[config.mk]
export PLATFORM = sky130hd
export DESIGN_NAME = da_mac_ctrl
export DESIGN_NICKNAME = d
export VERILOG_FILES = /design/src/rtl/da_pkg.sv /design/src/rtl/da_bit_slicer.sv /design/src/rtl/da_mac_ctrl.sv
export SDC_FILE = /design/constraint.sdc
export NUM_CORES = 1
export LEC_CHECK = 0
export BUFFER_PORTS_ARGS = -buffer_cell sky130_fd_sc_hd__buf_4
export CAP_MARGIN = 10
export CORE_UTILIZATION = 49
export DETAILED_ROUTE_END_ITERATION = 8
export GPL_ROUTABILITY_DRIVEN = 0
export PLACE_DENSITY = 0.7
export RECOVER_POWER = 25
export SLEW_MARGIN = 10
export SYNTH_ARGS = -nofsm -noshare
export SYNTH_HDL_FRONTEND = slang
export SYNTH_SLANG_ARGS = --single-unit
[constraint.sdc]
create_clock -name clk -period 6.7 [get_ports clk]
set_input_delay 0 -clock clk [delete_from_list [all_inputs] [get_ports clk]]
set_output_delay 0 -clock clk [all_outputs]
set_load 0.01 [all_outputs]
[src/rtl/da_pkg.sv]
// da_pkg: shared FSM states and width derivations for the distributed-arithmetic MAC
package da_pkg;
  typedef enum logic [1:0] {IDLE, RUN, OFFSET, DONE} state_t;
  function automatic int lut_w(input int wb, input int k);
    return wb + $clog2(k);
  endfunction
  function automatic int acc_w(input int wl, input int wa);
    return wl + 1 + wa;
  endfunction
  function automatic int cnt_w(input int wa);
    return wa > 1 ? $clog2(wa) : 1;
  endfunction
endpackage

[src/rtl/da_bit_slicer.sv]
// da_bit_slicer: activation shift register with offset-binary LUT address and sign generation
module da_bit_slicer #(
  parameter int DATA_WIDTH_A = 8,
  parameter int K = 4
) (
  input  logic                             clk,
  input  logic                             rst,
  input  logic                             load,
  input  logic                             run,
  input  logic                             offs,
  input  logic [K-1:0][DATA_WIDTH_A-1:0]   a_in,
  output logic [K-2:0]                     addr_array,
  output logic                             neg
);
  logic [K-1:0][DATA_WIDTH_A-1:0] sr;
  logic [K-1:0] msb;
  for (genvar k = 0; k < K; k++) begin : g_msb
    assign msb[k] = sr[k][DATA_WIDTH_A-1];
  end
  // load the vector on accept, then move the next lower bit into the MSB each RUN cycle
  always_ff @(posedge clk or negedge rst) begin
    if (!rst) sr <= '0;
    else if (load) sr <= a_in;
    else if (run) for (int k = 0; k < K; k++) sr[k] <= sr[k] << 1;
  end
  // element 0 is the LUT reference sign; OFFSET forces the all-zero-bits pattern
  always_comb begin
    addr_array = run ? ~(msb[K-1:1] ^ {(K-1){msb[0]}}) : offs ? '1 : '0;
    neg = run ? ~msb[0] : 1'b1;
  end
endmodule

[src/rtl/da_mac_ctrl.sv]
// da_mac_ctrl: bit-serial distributed-arithmetic dot-product controller driving an external LUT
module da_mac_ctrl
  import da_pkg::*;
#(
  parameter int DATA_WIDTH_A = 8,
  parameter int DATA_WIDTH_B = 8,
  parameter int K = 4,
  parameter int LUT_WIDTH = lut_w(DATA_WIDTH_B, K),
  parameter int ACC_WIDTH = acc_w(LUT_WIDTH, DATA_WIDTH_A)
) (
  input  logic                            clk,
  input  logic                            rst,
  input  logic                            in_valid,
  output logic                            in_ready,
  input  logic [K-1:0][DATA_WIDTH_A-1:0]  a_in,
  output logic                            gen_done,
  output logic [K-2:0]                    addr_array,
  input  logic signed [LUT_WIDTH:0]       lut_out,
  output logic                            out_valid,
  input  logic                            out_ready,
  output logic signed [ACC_WIDTH-1:0]     y_out,
  output logic                            busy
);
  localparam int CW = cnt_w(DATA_WIDTH_A);
  state_t state, nxt;
  logic [CW-1:0] cnt;
  logic signed [ACC_WIDTH-1:0] acc, lut_ext, term;
  logic accept, first, neg;
  da_bit_slicer #(.DATA_WIDTH_A(DATA_WIDTH_A), .K(K)) u_slicer (
    .clk(clk), .rst(rst), .load(accept), .run(state == RUN), .offs(state == OFFSET),
    .a_in(a_in), .addr_array(addr_array), .neg(neg)
  );
  assign lut_ext = ACC_WIDTH'(lut_out);
  assign term = neg ? -lut_ext : lut_ext;
  assign first = cnt == CW'(DATA_WIDTH_A - 1);
  // state register
  always_ff @(posedge clk or negedge rst) begin
    if (!rst) state <= IDLE;
    else state <= nxt;
  end
  // bit counter and accumulator: MSB weight is negative, then shift-and-add, then offset correction
  always_ff @(posedge clk or negedge rst) begin
    if (!rst) begin
      cnt <= '0;
      acc <= '0;
    end else begin
      if (accept) cnt <= CW'(DATA_WIDTH_A - 1);
      else if (state == RUN) cnt <= cnt - 1'b1;
      if (state == RUN) acc <= first ? -term : (acc <<< 1) + term;
      else if (state == OFFSET) acc <= acc + term;
    end
  end
  // next state and handshake outputs
  always_comb begin
    nxt = state;
    case (state)
      IDLE:    nxt = in_valid ? RUN : IDLE;
      RUN:     nxt = cnt == '0 ? OFFSET : RUN;
      OFFSET:  nxt = DONE;
      DONE:    nxt = out_ready ? IDLE : DONE;
      default: nxt = IDLE;
    endcase
    in_ready = state == IDLE;
    accept = in_valid && state == IDLE;
    busy = state != IDLE;
    gen_done = state == RUN || state == OFFSET;
    out_valid = state == DONE;
    y_out = acc;
  end
endmodule
==> After elaboration in Yosys (flattened, before gate mapping) <==
Index checks and enable logic that the tools add are counted.
Widths: inputs -> output; s select.
{ "word_totals": {"word_cells": 41, "register_bits": 56, "output_inout_bits": 26} }
{ "op_classes": {"n_addsub": 5, "n_eq_ne": 4, "reduce_logical": 7, "bitwise": 3, "n_mux": 15} }
{ "ops": {"columns": ["cell", "n"], "rows": [
  ["$mux 19", 4],
  ["$mux 32", 2],
  ["$add 19x19->19", 2],
  ["$neg 11->19", 1],
  ["$neg 19->19", 1],
  ["$mux 3", 4],
  ["$pmux 2 s4", 1],
  ["$reduce_bool 2->1", 3],
  ["$eq 2x2->1 const B", 2],
  ["$mux 2", 2],
  ["$eq 3x3->1 const B", 1],
  ["$logic_not 3->1", 1],
  ["$not 3->3", 1],
  ["$sub 3x1->3 const B", 1],
  ["$xor 3x3->3", 1],
  ["$eq 2x1->1 const B", 1],
  ["$logic_not 2->1", 1],
  ["$mux 1", 2],
  ["$logic_and 1x1->1", 1],
  ["$logic_or 1x1->1", 1],
  ["$not 1->1", 1]
]} }

==> Longest topological paths before layout <==
Gate-level depths: netlist of run 1.
{ "logic_depth": {"depth_word": 6, "ltp_mapped": 18} }

==> Modules after synthesis <==
Synthesis of run 1 repeated with hierarchy kept, for this count alone.
{ "hier_totals": {"hier_cells": 586, "hier_area_um2": 4943.5} }
{ "by_module_without_submodules": {"columns": ["mod", "seq_area_each_um2", "area_each_um2", "cells_each", "n_inst"], "rows": [
  ["da_mac_ctrl", 600.6, 3388.2, 439, 1],
  ["da_bit_slicer", 800.8, 1555.2, 147, 1]
]} }

==> Least setup slack after synthesis of run 1 <==
OpenSTA, ideal clock, no wires.
{ "synth_timing": {"path_kind": "register to register", "startpoint": "reg state[1]", "endpoint": "reg acc[17], in the netlist y_out[17]", "path_stages_with_launch": 17, "t_arrival_ns": 3.874, "synth_period_minus_slack_ns": 3.999, "setup_time_ns": 0.125, "setup_slack_ns": 2.701, "path_cell_list": "dfrtp_1 -> inv_1 -> ha_1 -> buf_2 -> and2_1 -> clkbuf_1 -> clkbuf_1 -> a21oi_1 -> xor2_1 -> ha_1 -> a21oi_1 -> nor2_1 -> a2111oi_0 -> a21boi_0 -> or4_1 -> a32o_1 -> mux2_4"} }
{ "synth_via": {"elab_chain_len": 6, "word_cells_on_any_way": 11} }
{ "synth_rtl": {"columns": ["item", "line_no", "source"], "rows": [
  ["start: declaration", "da_mac_ctrl.sv:25", "state_t state, nxt;"],
  ["start signal: assignment", "da_mac_ctrl.sv:39", "else state <= nxt;"],
  ["$eq 2x1->1", "da_mac_ctrl.sv:30, da_mac_ctrl.sv:49", null],
  ["$mux 1", "da_bit_slicer.sv:29", "neg = run ? ~msb[0] : 1'b1;"],
  ["$mux 19", "da_mac_ctrl.sv:34", "assign term = neg ? -lut_ext : lut_ext;"],
  ["$add 19x19->19 (tied with other cells)", "da_mac_ctrl.sv:50", "else if (state == OFFSET) acc <= acc + term;"],
  ["$mux 19 (on tied branches)", "da_mac_ctrl.sv:50, da_mac_ctrl.sv:49", null],
  ["$mux 19", "da_mac_ctrl.sv:49", "if (state == RUN) acc <= first ? -term : (acc <<< 1) + term;"],
  ["end signal: assignment", "da_mac_ctrl.sv:49", null],
  ["end signal: assignment", "da_mac_ctrl.sv:50", null],
  ["end: declaration", "da_mac_ctrl.sv:27", "logic signed [ACC_WIDTH-1:0] acc, lut_ext, term;"]
]} }
Parallel ways exist; a longest one is shown, timed or not. The select of a mux whose other input is x is not followed.
A chain may end at the register's enable or synchronous reset.

==> Worst setup path in the final report of run 1 <==
Same ends and word-level chain as after synthesis.

==> metrics.cfg, run 1 <==
[outcome]
status = finished with violations
violations = max-capacitance violations, max-slew violations

[logic_synthesis]
ys_warn_count = 0
synth.ff_latch_count = 56
syn-mean-instance-area_um2 = 8.38
synth_top_area_cell = dfrtp_1
synth_top_cell_area_share_pct = 28.4
synth_common_cells = 68 x nand2_1, 65 x o21ai_0, 56 x dfrtp_1, 44 x ha_1, 40 x a21oi_1
synth.distinct_cells = 63
synth_ff_type = dfrtp_1
syn_area_um2 = 4930
synth.net_count = 682
yosysSeqAreaShare_pct = 28.4
yosys-top-cells-area = dfrtp_1 28%, ha_1 11%, o21ai_0 6.6%
synth_edf_count = 0
syn_inst = 589
synthMostInstantiatedCell = nand2_1
async_flop_share_pct = 100

[final_layout]
utilization_pct = 61.2
num_antenna_cells = 0
final_cell_area_um2 = 5980
nNetsFinal = 769
fin_cells = 810
area_growth_pct = 21.3
drive_above_1_share_pct = 14.8

[timing]
layout_setup_ws_ns = 1.92
whs_ns = 0.0510
setup_viol = 0
worst_pin_slew_ns = 3.04
fmax_mhz = 209
maxSlewViolCount = 57
setup_tns_ns = 0
rsz0062_at_grt = no
fin_crit_sh_pct = 71.3
slew_headroom_pct = -103
finClkSkew_ns = 0.0141
timing_hold_violations_final = 0
post-route-min-period_ns = 4.78

[route]
drc = 0
vias_per_cell = 5.72
routed_wl_um = 12800
wl_per_cell_um = 15.8
drt-pass1-iter-count = 6
antenna_left = 0
drtIter0Drc = 249
via_count = 4632

[grt]
grt_usage_pct = 26.1
grt_pass1_vias = 4463
grt_overflow = 0
antenna_found_initial = 0
grt_pass1_wl_um = 21400
grt_max_degree = 65

[clock_network]
cts_tree = yes
cts_max_path_buffers = 2
worstSkewPairLatency_ns = 0.33
numCtsBuffers = 5
ctsResizeCount = 0
cts_num_sinks = 56
htreeDepth = 2
clk_pin_slew_ns = 0.13
root_buffer = clkbuf_8

[power]
clkPwrFrac_pct = 6.6
seq_power_share_pct = 19.7
power_mw = 3.26
p_sw_mw = 1.61
netSwitchingFraction_pct = 49.5
p_int_mw = 1.65
power_density_nw_per_um2 = 545
combPwrFrac_pct = 73.7
p_leak_nw = 2.69
ir_drop_mv = 0.252

[worst_setup_path]
worstPathMaxFanout = 51
worstSetupPathType = register to register
rr_worst_depth = 16
endpoint_kind = register
cp-start-kind = register
crit_arrival_ns = 5.01
required_ns = 6.93

[floorplan]
rows = 36
dieHeight_um = 102
ios = 73
die_x_um = 102
coreArea_um2 = 9770
die_area_um2 = 10500
initial_core_util_pct = 50.5

[place]
place_inst = 768
portBuffers = 72
hpwlAfterDp_um = 8920
post_dp_cell_area_um2 = 5540
dp_slack_ns = 1.98

[worst_hold_path]
hp-class = input pin to register
holdPathStages = 3

[job]
maxCapViolations = 1

## layout make-up
cell class                      instances  area [um^2]
Sequential cell                        56         1400
Multi-Input combinational cell        484         3340
Fill cell                             863         3790
Timing Repair Buffer                  108          892
Clock inverter                          3         33.8
Clock buffer                            5         68.8
Inverter                               21         78.8
Tap cell                              133          166
## layout by cell type (no fill, tap or decap), types with 10 or more instances in the layout
cell and count:
buf_4 73, nand2_1 68, o21ai_0 65, dfrtp_1 56, ha_1 43, a21oi_1 40, nor2_1 38, dlygate4sd3_1 34
xnor2_1 33, mux2i_1 32, inv_1 20, a21o_1 14, xor2_1 14, o21ai_1 10, o211ai_1 10
## logic make-up after synthesis
logic type | after synthesis | synth area share (%)
buf+inv | 49 | 3.93
xor+xnor | 48 | 8.67
compound gates | 193 | 24.0
mux | 38 | 7.94
flops | 56 | 28.4
simple gates | 159 | 15.1
fa+ha+maj | 46 | 12.0
## sequential cells by signal, indices dropped and copies added (netlist names)
name          count
u_slicer.sr      28
y_out            19
u_slicer.msb      4
cnt               3
state             2
## critical path, stage by stage, from the launching register on
cell and delay (ns):
dfrtp_1 0.41, inv_1 0.09, ha_2 0.17, buf_4 0.58, nand2_2 0.28, o21ai_0 0.64, ha_1 0.32, inv_1 0.08
fa_1 0.38, nand2b_1 0.19, a21oi_1 0.24, o311a_1 0.24, o21ai_1 0.11, a21boi_0 0.28, o211ai_1 0.12, a32o_1 0.29
mux2_4 0.25
## power by group through the flow
stage          Sequential [mW]  Combinational (mW)  Clock, mW
5_1_grt                  0.671                2.70      0.232
3_3_place_gp             0.646                2.30          0
2_1_floorplan            0.635                1.81          0
6_report                 0.643                2.40      0.215
3_5_place_dp             0.651                2.35          0
4_1_cts                  0.643                2.38      0.217
## path summary, 6_finish.rpt
kind / start / end / slack [ns]
max: state[1] / y_out[17] / 1.92
min: lut_out[0] / y_out[0] / 0.05
max reg2reg: state[1] / y_out[17] / 1.92
min reg2reg: u_slicer.sr[24] / u_slicer.sr[24] / 0.55
max in group asynchronous: rst / u_slicer.sr[30] / 3.76
min in group asynchronous: rst / y_out[3] / 1.19
## metal layers
metal	vias up	track usage, %	wire length (um)
met5	-	0	0
met4	0	6.26	161
met3	18	3.49	689
met2	151	44.3	6230
met1	2175	35.1	5700
li1	2288	-	-
## timing repair
action                                 4_1_cts  5_1_grt
endpoints found under the hold margin       92        0
hold buffers                                34        0
buffers inserted                             0        0
Note: power is estimated with default switching activity, not from simulation.
==> run 2, diff against run 1 <==
PLACE_DENSITY = 0.73   (was 0.7)
clock period = 3.9 ns   (was 6.7 ns; I/O delays follow)
==> run 2 against run 1 <==
Compared with the run above:
- highest routed layer unchanged
- sequential power up 74%
- the flow still finishes with violations (max-capacitance violations, max-slew violations)
- setup slack worse by 1.7 ns
- first-iteration DRC count is 11% lower
- non-clock buffer count rose by 15
- global-route usage increased by 0.55 points
- clock-buffer cell count stayed put
==> metrics.cfg, run 2 (synthesized netlist as in run 1, its figures left out) <==
[outcome]
status = finished with violations
violations = max-capacitance violations, max-slew violations

[route]
antenna_left = 0  ; unchanged
vias_per_cell = 5.69  ; -0.46%
via_count = 4696  ; +1.4%
routed_wl_um = 13400  ; +4.9%
drt-pass1-iter-count = 5  ; -1
drc = 0  ; unchanged
drtIter0Drc = 222  ; -11%
wl_per_cell_um = 16.3  ; +3.0%

[worst_setup_path]
cp-start-kind = register
endpoint_kind = register
crit_arrival_ns = 3.91  ; -1.10 ns
worstPathMaxFanout = 7  ; -86%
required_ns = 4.13  ; -2.80 ns
worstSetupPathType = register to register

[final_layout]
final_cell_area_um2 = 6170  ; +3.1%
drive_above_1_share_pct = 18.5  ; +3.7 points
nNetsFinal = 784  ; +2.0%
area_growth_pct = 25.1
mostFrequentLayoutCells = 88 x buf_4, 68 x nand2_1, 64 x o21ai_0, 56 x dfrtp_1, 43 x ha_1
fillers = 839  ; -2.8%
largest_register_ffs = 28  ; unchanged
largest_register = u_slicer.sr
layout_commonest_cell = buf_4
num_antenna_cells = 0  ; unchanged

[clock_network]
cts_num_sinks = 56  ; unchanged
htreeDepth = 2  ; unchanged
clk_pin_slew_ns = 0.13  ; about the same
worstSkewPairLatency_ns = 0.33  ; about the same
numCtsBuffers = 5  ; unchanged
root_buffer = clkbuf_8
post-cts-setup-buffer-count = 0  ; unchanged
cts_tree = yes
cts_max_path_buffers = 2  ; unchanged

[timing]
finClkSkew_ns = 0.0112  ; -0.00290 ns
layout_setup_ws_ns = 0.218  ; -1.71 ns
worst_pin_slew_ns = 3.08  ; +0.0352 ns
fmax_mhz = 272  ; +30%
setup_viol = 0  ; unchanged
fin_crit_sh_pct = 94.4  ; +23 points
slew_headroom_pct = -105  ; -2.3 points
post-route-min-period_ns = 3.68  ; -1.09 ns
timing_hold_violations_final = 0  ; unchanged
maxSlewViolCount = 57  ; unchanged

[floorplan]
die_area_um2 = 10500  ; unchanged
rows = 36  ; unchanged
initial_core_util_pct = 50.5  ; unchanged
dieHeight_um = 102  ; unchanged
die_x_um = 102  ; unchanged
ios = 73  ; unchanged
coreArea_um2 = 9770  ; unchanged

[grt]
grt_pass1_vias = 4582  ; +2.7%
grt_max_degree = 65  ; unchanged
grt_overflow = 0  ; unchanged
grt_usage_pct = 26.6  ; +0.55 points
grt_pass1_wl_um = 21700  ; +1.3%
antenna_found_initial = 0  ; unchanged

[place]
dp_slack_ns = 0.122  ; -1.86 ns
hpwlAfterDp_um = 9570  ; +7.4%
post_dp_cell_area_um2 = 5660  ; +2.1%
portBuffers = 72  ; unchanged

[job]
maxCapViolations = 1  ; unchanged

[power]
p_leak_nw = 2.78  ; +3.6%
power_density_nw_per_um2 = 947  ; +74%
ir_drop_mv = 0.474  ; +88%

[worst_hold_path]
hp-class = input pin to register

==> run 2: cell count changes in the layout (fill, tap and decap cells not counted), moves of 2 or more <==
cell	previous run	this run
a2111oi_0	2	0
a21oi_1	40	37
a21oi_2	0	3
buf_4	73	88
xnor2_1	33	31
xnor2_2	1	3
==> run 2: layout make-up <==
type,count,area (um^2),share of cell area (%)
clock buffers,5,68.8,1.12
clock inverters,3,33.8,0.548
inverters,21,78.8,1.28
multi-input cells,484,3420,55.4
flip-flops and latches,56,1400,22.7
well taps,133,166,2.70
repair buffers,123,1000,16.3
==> run 2: final timing paths <==
check / start / cells after the start / slack [ns] / to
max: state[1] / 15 / 0.22 / y_out[17]
min: lut_out[0] / 3 / 0.05 / y_out[0]
max reg2reg: state[1] / 15 / 0.22 / y_out[17]
min reg2reg: u_slicer.sr[0] / 2 / 0.55 / u_slicer.sr[0]
max in group asynchronous: rst / 2 / 0.95 / u_slicer.sr[24]
min in group asynchronous: rst / 2 / 1.20 / y_out[7]
==> run 2: metrics by stage <==
stage          utilization (%)  cells  power [mW]  hold slack, ns  TNS (ns)
4_1_cts                   62.4    825        5.71          0.0447         0
3_5_place_dp              57.9    783        5.29           0.108         0
5_1_grt                   63.1    825        6.38          0.0507  -0.00192
2_1_floorplan                -    589        4.20          -0.296         0
3_3_place_gp              57.9    783        5.17           0.102         0
6_report                  63.1    825        5.84          0.0519         0
==> run 2: worst max-delay path, stage by stage (launching register included) <==
cell	delay (ns)
dfrtp_1	0.39
inv_1	0.07
ha_2	0.20
and2_2	0.25
buf_4	0.16
nor2_1	0.16
xor2_2	0.24
ha_1	0.28
o21ai_0	0.15
o21a_1	0.22
o31a_1	0.39
o311ai_2	0.38
a21oi_2	0.10
xnor2_1	0.14
a32o_1	0.20
mux2_4	0.25
==> run 2: repair_timing <==
action | in CTS | in global routing
endpoints found under the hold margin | 92 | 0
resized for setup | 0 | 16
hold buffers | 34 | 0
endpoints found under the setup margin | 0 | 5
==> run 2: routing by layer <==
metal / vias up / part of all wire [%] / routed length (um) / track usage (%)
met5: - / 0 / 0 / 0
met4: 0 / 1.6 / 216 / 7.91
met3: 20 / 5.6 / 757 / 4.10
met2: 133 / 49 / 6540 / 46.6
met1: 2213 / 44 / 5900 / 33.8
li1: 2330 / - / - / -
==> run 2: power breakdown <==
group          internal [mW]  switching (mW)  total [mW]
clock network          0.136           0.234       0.370
logic                   1.97            2.39        4.36
registers              0.863           0.254        1.12
